===== config.mk =====
export PLATFORM = sky130hd
export DESIGN_NAME = pipeline_hazard_ctrl_flat
export DESIGN_NICKNAME = d
export VERILOG_FILES = /design/src/rtl/hazard_pkg.sv /design/src/rtl/pipeline_hazard_ctrl_if.sv /design/src/rtl/hazard_perf_cnt.sv /design/src/rtl/pipeline_hazard_ctrl.sv /design/src/flat_wrapper.sv
export SDC_FILE = /design/constraint.sdc
export NUM_CORES = 1
export LEC_CHECK = 0
export ABC_AREA = 1
export BUFFER_PORTS_ARGS = -buffer_cell sky130_fd_sc_hd__buf_2
export CAP_MARGIN = 15
export CORE_ASPECT_RATIO = 1.75
export CORE_UTILIZATION = 35
export CTS_BUF_LIST = sky130_fd_sc_hd__clkbuf_4 sky130_fd_sc_hd__clkbuf_8
export DETAILED_ROUTE_END_ITERATION = 7
export PLACE_DENSITY = 0.71
export RECOVER_POWER = 50
export SLEW_MARGIN = 10
export SYNTH_ARGS = -nofsm -noshare
export SYNTH_HDL_FRONTEND = slang
export SYNTH_SLANG_ARGS = --single-unit

===== constraint.sdc =====
create_clock -name clk_i -period 1 [get_ports clk_i]
set_clock_uncertainty 0.05 [all_clocks]
set_input_delay 0 -clock clk_i [delete_from_list [all_inputs] [get_ports clk_i]]
set_output_delay 0 -clock clk_i [all_outputs]
set_load 0.01 [all_outputs]

===== src/rtl/hazard_pkg.sv =====
// Shared types and constants for the pipeline hazard controller.
// Latency: n/a (declarations only).
// Backpressure: n/a.
package hazard_pkg;

    localparam int ADDR_W_DEF = 32;
    localparam int REG_W_DEF  = 5;
    localparam int CNT_W      = 32;

    typedef enum logic [1:0] {
        RUN    = 2'd0,
        HALT   = 2'd1,
        REPLAY = 2'd2
    } state_e;

    // Saturating increment: holds at all-ones instead of wrapping.
    function automatic logic [CNT_W-1:0] sat_inc(input logic [CNT_W-1:0] v);
        return (&v) ? v : v + {{(CNT_W-1){1'b0}}, 1'b1};
    endfunction

endpackage


===== src/rtl/pipeline_hazard_ctrl_if.sv =====
// Hazard request / pipeline control bundle between the CPU datapath and the sequencer.
// Latency: n/a (wiring only).
// Backpressure: n/a; master drives hazard sources, slave drives latch controls.
interface pipeline_hazard_ctrl_if #(
    parameter int ADDR_W = 32,
    parameter int REG_W  = 5
);
    // hazard sources from the datapath
    logic              mem_stall_i;
    logic              redirect_i;
    logic [ADDR_W-1:0] target_i;
    logic [REG_W-1:0]  id_rs_i;
    logic [REG_W-1:0]  id_rt_i;
    logic [REG_W-1:0]  ex_rt_i;
    logic              ex_mem_read_i;

    // latch and PC controls back to the datapath
    logic              pc_write_o;
    logic              pc_redirect_o;
    logic [ADDR_W-1:0] redirect_pc_o;
    logic              if_id_write_o;
    logic              if_id_flush_o;
    logic              id_ex_bubble_o;
    logic              halt_o;

    modport master (
        output mem_stall_i, redirect_i, target_i, id_rs_i, id_rt_i, ex_rt_i, ex_mem_read_i,
        input  pc_write_o, pc_redirect_o, redirect_pc_o, if_id_write_o, if_id_flush_o,
               id_ex_bubble_o, halt_o
    );

    modport slave (
        input  mem_stall_i, redirect_i, target_i, id_rs_i, id_rt_i, ex_rt_i, ex_mem_read_i,
        output pc_write_o, pc_redirect_o, redirect_pc_o, if_id_write_o, if_id_flush_o,
               id_ex_bubble_o, halt_o
    );

endinterface


===== src/rtl/hazard_perf_cnt.sv =====
// Single 32-bit saturating event counter.
// Latency: count reflects an event one edge after inc_i is seen.
// Backpressure: none; holds at all-ones once saturated.
module hazard_perf_cnt
    import hazard_pkg::*;
(
    input  logic             clk_i,
    input  logic             rst_i,
    input  logic             inc_i,
    output logic [CNT_W-1:0] cnt_o
);

    logic [CNT_W-1:0] cnt_q;
    logic [CNT_W-1:0] cnt_d;

    // next count: saturating bump on each event
    always_comb begin
        cnt_d = cnt_q;
        if (inc_i) begin
            cnt_d = sat_inc(cnt_q);
        end
    end

    // counter register
    always_ff @(posedge clk_i or negedge rst_i) begin
        if (!rst_i) begin
            cnt_q <= '0;
        end else begin
            cnt_q <= cnt_d;
        end
    end

    assign cnt_o = cnt_q;

endmodule


===== src/rtl/pipeline_hazard_ctrl.sv =====
// Stall/flush sequencer: cache halt > redirect > load-use; replays redirects caught in a halt.
// Latency: zero-cycle for halt/redirect/load-use; replayed redirect one cycle after the halt releases.
// Backpressure: mem_stall_i freezes all latches; optional perf counters under HAZARD_PERF_CNT_EN.
module pipeline_hazard_ctrl
    import hazard_pkg::*;
#(
    parameter int ADDR_W = ADDR_W_DEF,
    parameter int REG_W  = REG_W_DEF
) (
    input  logic                   clk_i,
    input  logic                   rst_i,
    pipeline_hazard_ctrl_if.slave  hz
`ifdef HAZARD_PERF_CNT_EN
    ,
    output logic [CNT_W-1:0]       halt_cycles_o,
    output logic [CNT_W-1:0]       redirect_cnt_o,
    output logic [CNT_W-1:0]       loaduse_cnt_o
`endif
);

    state_e            state_q;
    state_e            state_d;
    logic              pend_q;
    logic              pend_d;
    logic [ADDR_W-1:0] tgt_q;
    logic [ADDR_W-1:0] tgt_d;

    logic [REG_W-1:0]  ex_rt;
    logic [REG_W-1:0]  id_rs;
    logic [REG_W-1:0]  id_rt;
    logic              load_use;

    logic              pc_write;
    logic              pc_redirect;
    logic [ADDR_W-1:0] redirect_pc;
    logic              if_id_write;
    logic              if_id_flush;
    logic              id_ex_bubble;

    assign ex_rt = hz.ex_rt_i;
    assign id_rs = hz.id_rs_i;
    assign id_rt = hz.id_rt_i;

    // load in EX writing a register the ID instruction reads; r0 never creates a hazard
    assign load_use = hz.ex_mem_read_i && (ex_rt != '0) &&
                      ((ex_rt == id_rs) || (ex_rt == id_rt));

    // next-state and combinational control decode
    always_comb begin
        state_d      = state_q;
        pend_d       = pend_q;
        tgt_d        = tgt_q;
        pc_write     = 1'b0;
        pc_redirect  = 1'b0;
        if_id_write  = 1'b0;
        if_id_flush  = 1'b0;
        id_ex_bubble = 1'b0;
        // the replay target comes from the capture register only while replaying
        redirect_pc  = (state_q == REPLAY) ? tgt_q : hz.target_i;

        if (hz.mem_stall_i) begin
            // everything frozen; a redirect seen now is remembered, latest one wins
            if (hz.redirect_i) begin
                pend_d = 1'b1;
                tgt_d  = hz.target_i;
            end
            state_d = HALT;
        end else begin
            case (state_q)
                REPLAY: begin
                    // the captured redirect owns this cycle; flush supersedes any bubble
                    pc_write    = 1'b1;
                    pc_redirect = 1'b1;
                    if_id_write = 1'b1;
                    if_id_flush = 1'b1;
                    pend_d      = 1'b0;
                    state_d     = RUN;
                end
                default: begin
                    // RUN, and the HALT release cycle, which behaves exactly like RUN
                    if (hz.redirect_i) begin
                        pc_write    = 1'b1;
                        pc_redirect = 1'b1;
                        if_id_write = 1'b1;
                        if_id_flush = 1'b1;
                    end else if (load_use) begin
                        id_ex_bubble = 1'b1;
                    end else begin
                        pc_write    = 1'b1;
                        if_id_write = 1'b1;
                    end
                    state_d = ((state_q == HALT) && pend_q) ? REPLAY : RUN;
                end
            endcase
        end
    end

    // sequencer state, pending flag and captured target
    always_ff @(posedge clk_i or negedge rst_i) begin
        if (!rst_i) begin
            state_q <= RUN;
            pend_q  <= 1'b0;
            tgt_q   <= '0;
        end else begin
            state_q <= state_d;
            pend_q  <= pend_d;
            tgt_q   <= tgt_d;
        end
    end

    assign hz.halt_o         = hz.mem_stall_i;
    assign hz.pc_write_o     = pc_write;
    assign hz.pc_redirect_o  = pc_redirect;
    assign hz.redirect_pc_o  = redirect_pc;
    assign hz.if_id_write_o  = if_id_write;
    assign hz.if_id_flush_o  = if_id_flush;
    assign hz.id_ex_bubble_o = id_ex_bubble;

`ifdef HAZARD_PERF_CNT_EN
    hazard_perf_cnt u_halt_cnt (
        .clk_i (clk_i),
        .rst_i (rst_i),
        .inc_i (hz.mem_stall_i),
        .cnt_o (halt_cycles_o)
    );

    hazard_perf_cnt u_redirect_cnt (
        .clk_i (clk_i),
        .rst_i (rst_i),
        .inc_i (pc_redirect),
        .cnt_o (redirect_cnt_o)
    );

    hazard_perf_cnt u_loaduse_cnt (
        .clk_i (clk_i),
        .rst_i (rst_i),
        .inc_i (id_ex_bubble),
        .cnt_o (loaduse_cnt_o)
    );
`endif

endmodule


===== src/flat_wrapper.sv =====
// flat-port wrapper written by rule: the top's interface ports become plain ports
module pipeline_hazard_ctrl_flat import hazard_pkg::*;
#(
    parameter int ADDR_W = ADDR_W_DEF,
    parameter int REG_W  = REG_W_DEF
)
  (clk_i, rst_i, hz_mem_stall_i, hz_redirect_i, hz_target_i, hz_id_rs_i, hz_id_rt_i, hz_ex_rt_i, hz_ex_mem_read_i, hz_pc_write_o, hz_pc_redirect_o, hz_redirect_pc_o, hz_if_id_write_o, hz_if_id_flush_o, hz_id_ex_bubble_o, hz_halt_o);
  pipeline_hazard_ctrl_if #(.ADDR_W(ADDR_W), .REG_W(REG_W)) hz_i ();
  input  logic clk_i;
  input  logic rst_i;
  input wire logic [$bits(hz_i.mem_stall_i)-1:0] hz_mem_stall_i;
  input wire logic [$bits(hz_i.redirect_i)-1:0] hz_redirect_i;
  input wire logic [$bits(hz_i.target_i)-1:0] hz_target_i;
  input wire logic [$bits(hz_i.id_rs_i)-1:0] hz_id_rs_i;
  input wire logic [$bits(hz_i.id_rt_i)-1:0] hz_id_rt_i;
  input wire logic [$bits(hz_i.ex_rt_i)-1:0] hz_ex_rt_i;
  input wire logic [$bits(hz_i.ex_mem_read_i)-1:0] hz_ex_mem_read_i;
  output wire logic [$bits(hz_i.pc_write_o)-1:0] hz_pc_write_o;
  output wire logic [$bits(hz_i.pc_redirect_o)-1:0] hz_pc_redirect_o;
  output wire logic [$bits(hz_i.redirect_pc_o)-1:0] hz_redirect_pc_o;
  output wire logic [$bits(hz_i.if_id_write_o)-1:0] hz_if_id_write_o;
  output wire logic [$bits(hz_i.if_id_flush_o)-1:0] hz_if_id_flush_o;
  output wire logic [$bits(hz_i.id_ex_bubble_o)-1:0] hz_id_ex_bubble_o;
  output wire logic [$bits(hz_i.halt_o)-1:0] hz_halt_o;
  assign hz_i.mem_stall_i = hz_mem_stall_i;
  assign hz_i.redirect_i = hz_redirect_i;
  assign hz_i.target_i = hz_target_i;
  assign hz_i.id_rs_i = hz_id_rs_i;
  assign hz_i.id_rt_i = hz_id_rt_i;
  assign hz_i.ex_rt_i = hz_ex_rt_i;
  assign hz_i.ex_mem_read_i = hz_ex_mem_read_i;
  assign hz_pc_write_o = hz_i.pc_write_o;
  assign hz_pc_redirect_o = hz_i.pc_redirect_o;
  assign hz_redirect_pc_o = hz_i.redirect_pc_o;
  assign hz_if_id_write_o = hz_i.if_id_write_o;
  assign hz_if_id_flush_o = hz_i.if_id_flush_o;
  assign hz_id_ex_bubble_o = hz_i.id_ex_bubble_o;
  assign hz_halt_o = hz_i.halt_o;
  pipeline_hazard_ctrl #(.ADDR_W(ADDR_W), .REG_W(REG_W)) u_core (.clk_i(clk_i), .rst_i(rst_i), .hz(hz_i));
endmodule

Word level (Yosys, flattened, before mapping)
Cells that the tools add are included.

word-level totals
  register bits after elaboration = 35
  input bits = 52
  output and inout port bits = 38
  logic and storage cells = 34

operators by class
  eq/ne operators = 5
  muxes and demuxes = 18
  reduce and logical (&&, ||, !) cells = 8

operators with widths
  cell                  number
  $mux W32              1
  $mux W1               14
  $eq A5 B5 Y1          2
  $mux W2               3
  $reduce_bool A5 Y1    1
  $reduce_and A2 Y1     2
  $logic_and A1 B1 Y1   3
  $eq A2 B1 Y1 const B  1
  $eq A2 B2 Y1 const B  1
  $ne A2 B1 Y1 const B  1
  $reduce_bool A2 Y1    1
  $logic_or A1 B1 Y1    1

Depth between registers and ports, before layout
  word-level depth = 7
  depth in mapped cells = 8
  depth with buffers taken out = 8

Worst setup path after synthesis
OpenSTA, ideal clock, no wires.

  path kind = reg-to-output
  start = reg u_core.state_q[0]
  end = out hz_pc_redirect_o
  arrival = 1.157 ns
  required time = 0.950 ns
  setup slack = -0.207 ns
  cell stages (with the launch flop) = 7
  path buffers = 3
  cells stage by stage = dfrtp_1 inv_2 nand2_4 buf_6 buf_6 a21oi_1 buf_4

on the way
  cells in the longest elaborated chain, start to end = 3

ends and longest elaborated chain
  what                      line                         text
  start: declaration        pipeline_hazard_ctrl.sv:21   state_e state_q;
  start signal: assignment  pipeline_hazard_ctrl.sv:105  state_q <= state_d;
  $eq A2 B2 Y1              n/a
  $mux W1 (2 in series)     n/a
  end: declaration          flat_wrapper.sv:19           output wire logic [$bits(hz_i.pc_redirect_o)-1:0] hz_pc_redirect_o;

Every way passes these cells.

Final worst setup path
  start = reg u_core.state_q[1]
  end = out hz_id_ex_bubble_o

on the way
  cells in the longest elaborated chain, start to end = 3

ends and longest elaborated chain
  what              line                        text
  $eq A2 B2 Y1      pipeline_hazard_ctrl.sv:69  case (state_q)
  $mux W1           pipeline_hazard_ctrl.sv:69
  $mux W1           pipeline_hazard_ctrl.sv:61  if (hz.mem_stall_i) begin
  end: declaration  flat_wrapper.sv:23          output wire logic [$bits(hz_i.id_ex_bubble_o)-1:0] hz_id_ex_bubble_o;

Every way passes these cells.

==> flow_summary.toml <==
[outcome]
status = "finished with violations"
failed_checks = "setup timing"

[routing]
wl_per_cell_um = 11.0
avgViaCountPerCell = 4.51
wl_mm = 5.15
dr.pass1.iters = 4
drt_iter0_drc = 25
drc = 0
antenna_left = 0
routed-via-count = 2121

[cts]
cts-root-buf = "clkbuf_8"
numClockSinks = 35
insertion_delay_ns = 0.28
clock_path_buffers = 2
cts_made_buffers = 5
htreeDepth = 2
postCtsSetupBuffers = 0
cts_tree = "done"
cts.clk_slew.worst_paths_ns = 0.07

[pwr]
netSwitchingPower_mw = 1.15
comb_power_share_pct = 27.2
p_leak_nw = 1.68
power_density_nw_per_um2 = 1170
pwr-share-clk_pct = 27.2
seqPwrFrac_pct = 45.6
vdd_drop_max_v = 0.000942
sw_frac_of_total_pct = 30.6
internal_power_mw = 2.60

[die]
die_area_um2 = 6210
die_y_um = 104
ioPinCount = 90
die_w_um = 60.0
rows = 36
core_um2 = 5630
initial_core_util_pct = 36.6

[timing]
setup_ws_ns = -0.405
finalSetupViolCount = 37
rsz0062_at_grt = "yes"
relSlewSlack_pct = 73.6
maxSlewViolCount = 0
hold_viol = 0
tns_ns = -13.58
fin_crit_sh_pct = 140
fin_crit_ns = 1.40
max_freq_ghz = 0.712
tightest_slew_ns = 0.396

[layout]
antenna_cells = 0
fin_cells = 470
syn_to_final_growth_pct = 55.4
fin_nets = 445
postLayoutCoreUtil_pct = 56.9
drive_above_1_share_pct = 46.7

[synth]
mappedNetlistArea_um2 = 2060
yosys.area.top_type = "dfrtp_1"
synth_warnings = 0
syn_nets = 324
synth.distinct_cells = 18
synth-seq-area-share_pct = 42.5
synth_top_area_share_pct = 42.5
ys_ff_latch = 35
synth_area_leaders = "dfrtp_1 (43%), nand2_1 (10%), o21ai_2 (9.8%)"
synthCells = 272
synth_area_per_cell_um2 = 7.58

[grt]
grtUsageMet1_pct = 16.9
first_global_vias = 1901
track_usage_pct = 16.6
grt_start_max_net_pins = 36
top_usage_layer = "met2"
grt_use_met3_pct = 2.12
use_met2_pct = 31.1
grt_pass1_wl_mm = 7.94
grt_antenna_before_repair = 0
grt_overflow_total = 0

[worst_hold_path]
hold_class = "in -> reg"

[job]
cap_violations = 0

[setup_path]
cp.arrival_ns = 1.35
crit_type = "reg -> out"
slowest_stage = "dfrtp_2"
cpPeakStageDelay_ns = 0.44
critPathLaunchType = "flop"
cp-end-kind = "output port"
crit_chain = "nand2_8 > nand3_2 > a21oi_2 > nand2_1 > nor2_2 > buf_2"
cp_max_fo = 7
cp.required_ns = 0.95

[placed_design]
io_buffers = 89
place_inst = 427
dp_hpwl_mm = 3.49
gp_congestion = 0.797
==> state kept, by name (all words and copies together), names as in the netlist <==
signal          cells
u_core.tgt_q       32
u_core.state_q      2
u_core.pend_q       1
==> final cells by class <==
cell class	count	area, um2
fill	513	2430
multi-input combinational	175	1030
timing repair buffer	131	942
sequential	35	877
inverter	45	169
tap	76	95.1
clock buffer	6	76.3
clock inverter	2	12.5
==> cell usage in the layout, fill, tap and decap left out, types with 10 or more instances in the layout <==
master,netlist,final
nand2_1,55,53
a21oi_2,1,32
dlygate4sd3_1,0,34
o21ai_0,4,23
dfrtp_1,35,34
buf_2,4,88
nor2_2,0,28
inv_1,43,43
nor2_1,44,15
o21ai_2,23,10
==> cells in the mapped netlist, drive strengths merged <==
master  instances
nor2           44
dfrtp          35
xnor2           2
buf            17
nand3           3
o21ai          33
nor3            2
a21oi          35
inv            45
nand2          56
==> kinds of logic after synthesis <==
kind of cell,count (synthesis),share of synthesized area [%]
AND/OR/NAND/NOR,105,20.0
XOR/XNOR,2,0.850
buffers and inverters,62,15.7
AO/OA/AOI/OAI,68,20.9
flip-flops,35,42.5
==> critical path: cells and delay by family, from the launching register on <==
kind / cells / cell delay (ns)
AND/OR/NAND/NOR: 4 / 0.36
AO/OA/AOI/OAI: 1 / 0.14
buffers and inverters: 1 / 0.13
flip-flops: 1 / 0.44
==> power groups by stage <==
stage	logic, mW	clock network [mW]	registers (mW)
6_report	1.02	1.02	1.71
2_1_floorplan	0.609	0	1.68
3_5_place_dp	0.930	0	1.70
4_1_cts	1.05	1.05	1.70
5_1_grt	1.13	1.13	1.72
3_3_place_gp	0.911	0	1.70
==> worst paths after layout <==
kind	start	endpoint	slack, ns	cells past startpoint
worst max-delay path	u_core.state_q[1]	hz_id_ex_bubble_o	-0.40	6
worst min-delay path	hz_mem_stall_i	u_core.pend_q	0.07	3
worst max register to register	u_core.state_q[0]	u_core.pend_q	0.03	4
worst min register to register	u_core.tgt_q[2]	u_core.tgt_q[2]	0.44	2
max in group asynchronous	rst_i	u_core.tgt_q[17]	0.33	3
min in group asynchronous	rst_i	u_core.tgt_q[5]	0.12	2
==> per-layer routing <==
| layer | share of wire (%) | up-vias | wire (um) |
|---|---|---|---|
| li1 | - | 1075 | - |
| met1 | 39 | 980 | 2000 |
| met2 | 56 | 56 | 2890 |
| met3 | 2.8 | 10 | 142 |
| met4 | 2.3 | 0 | 121 |
| met5 | 0 | - | 0 |
==> metrics by stage <==
step	hold WS (ns)	instance area [um2]	setup WS, ns	power (mW)
finish	0.0734	3200	-0.405	3.75
global route	0.123	3200	-0.474	3.98
CTS	0.0789	3180	-0.405	3.79
detailed placement	-0.113	2700	-0.0951	2.64
global placement	-0.124	2700	-0.0812	2.61
floorplan	-0.346	2190	-0.0925	2.29
==> repair_timing <==
| action | in CTS | in global routing |
|---|---|---|
| gates resized for setup | 21 | 15 |
| gates cloned | 0 | 1 |
| pin swaps | 2 | 7 |
| endpoints found under the hold margin | 69 | 0 |
| endpoints found under the setup margin | 37 | 38 |
| hold buffers | 34 | 0 |
Note: power is estimated with default switching activity, not from simulation.
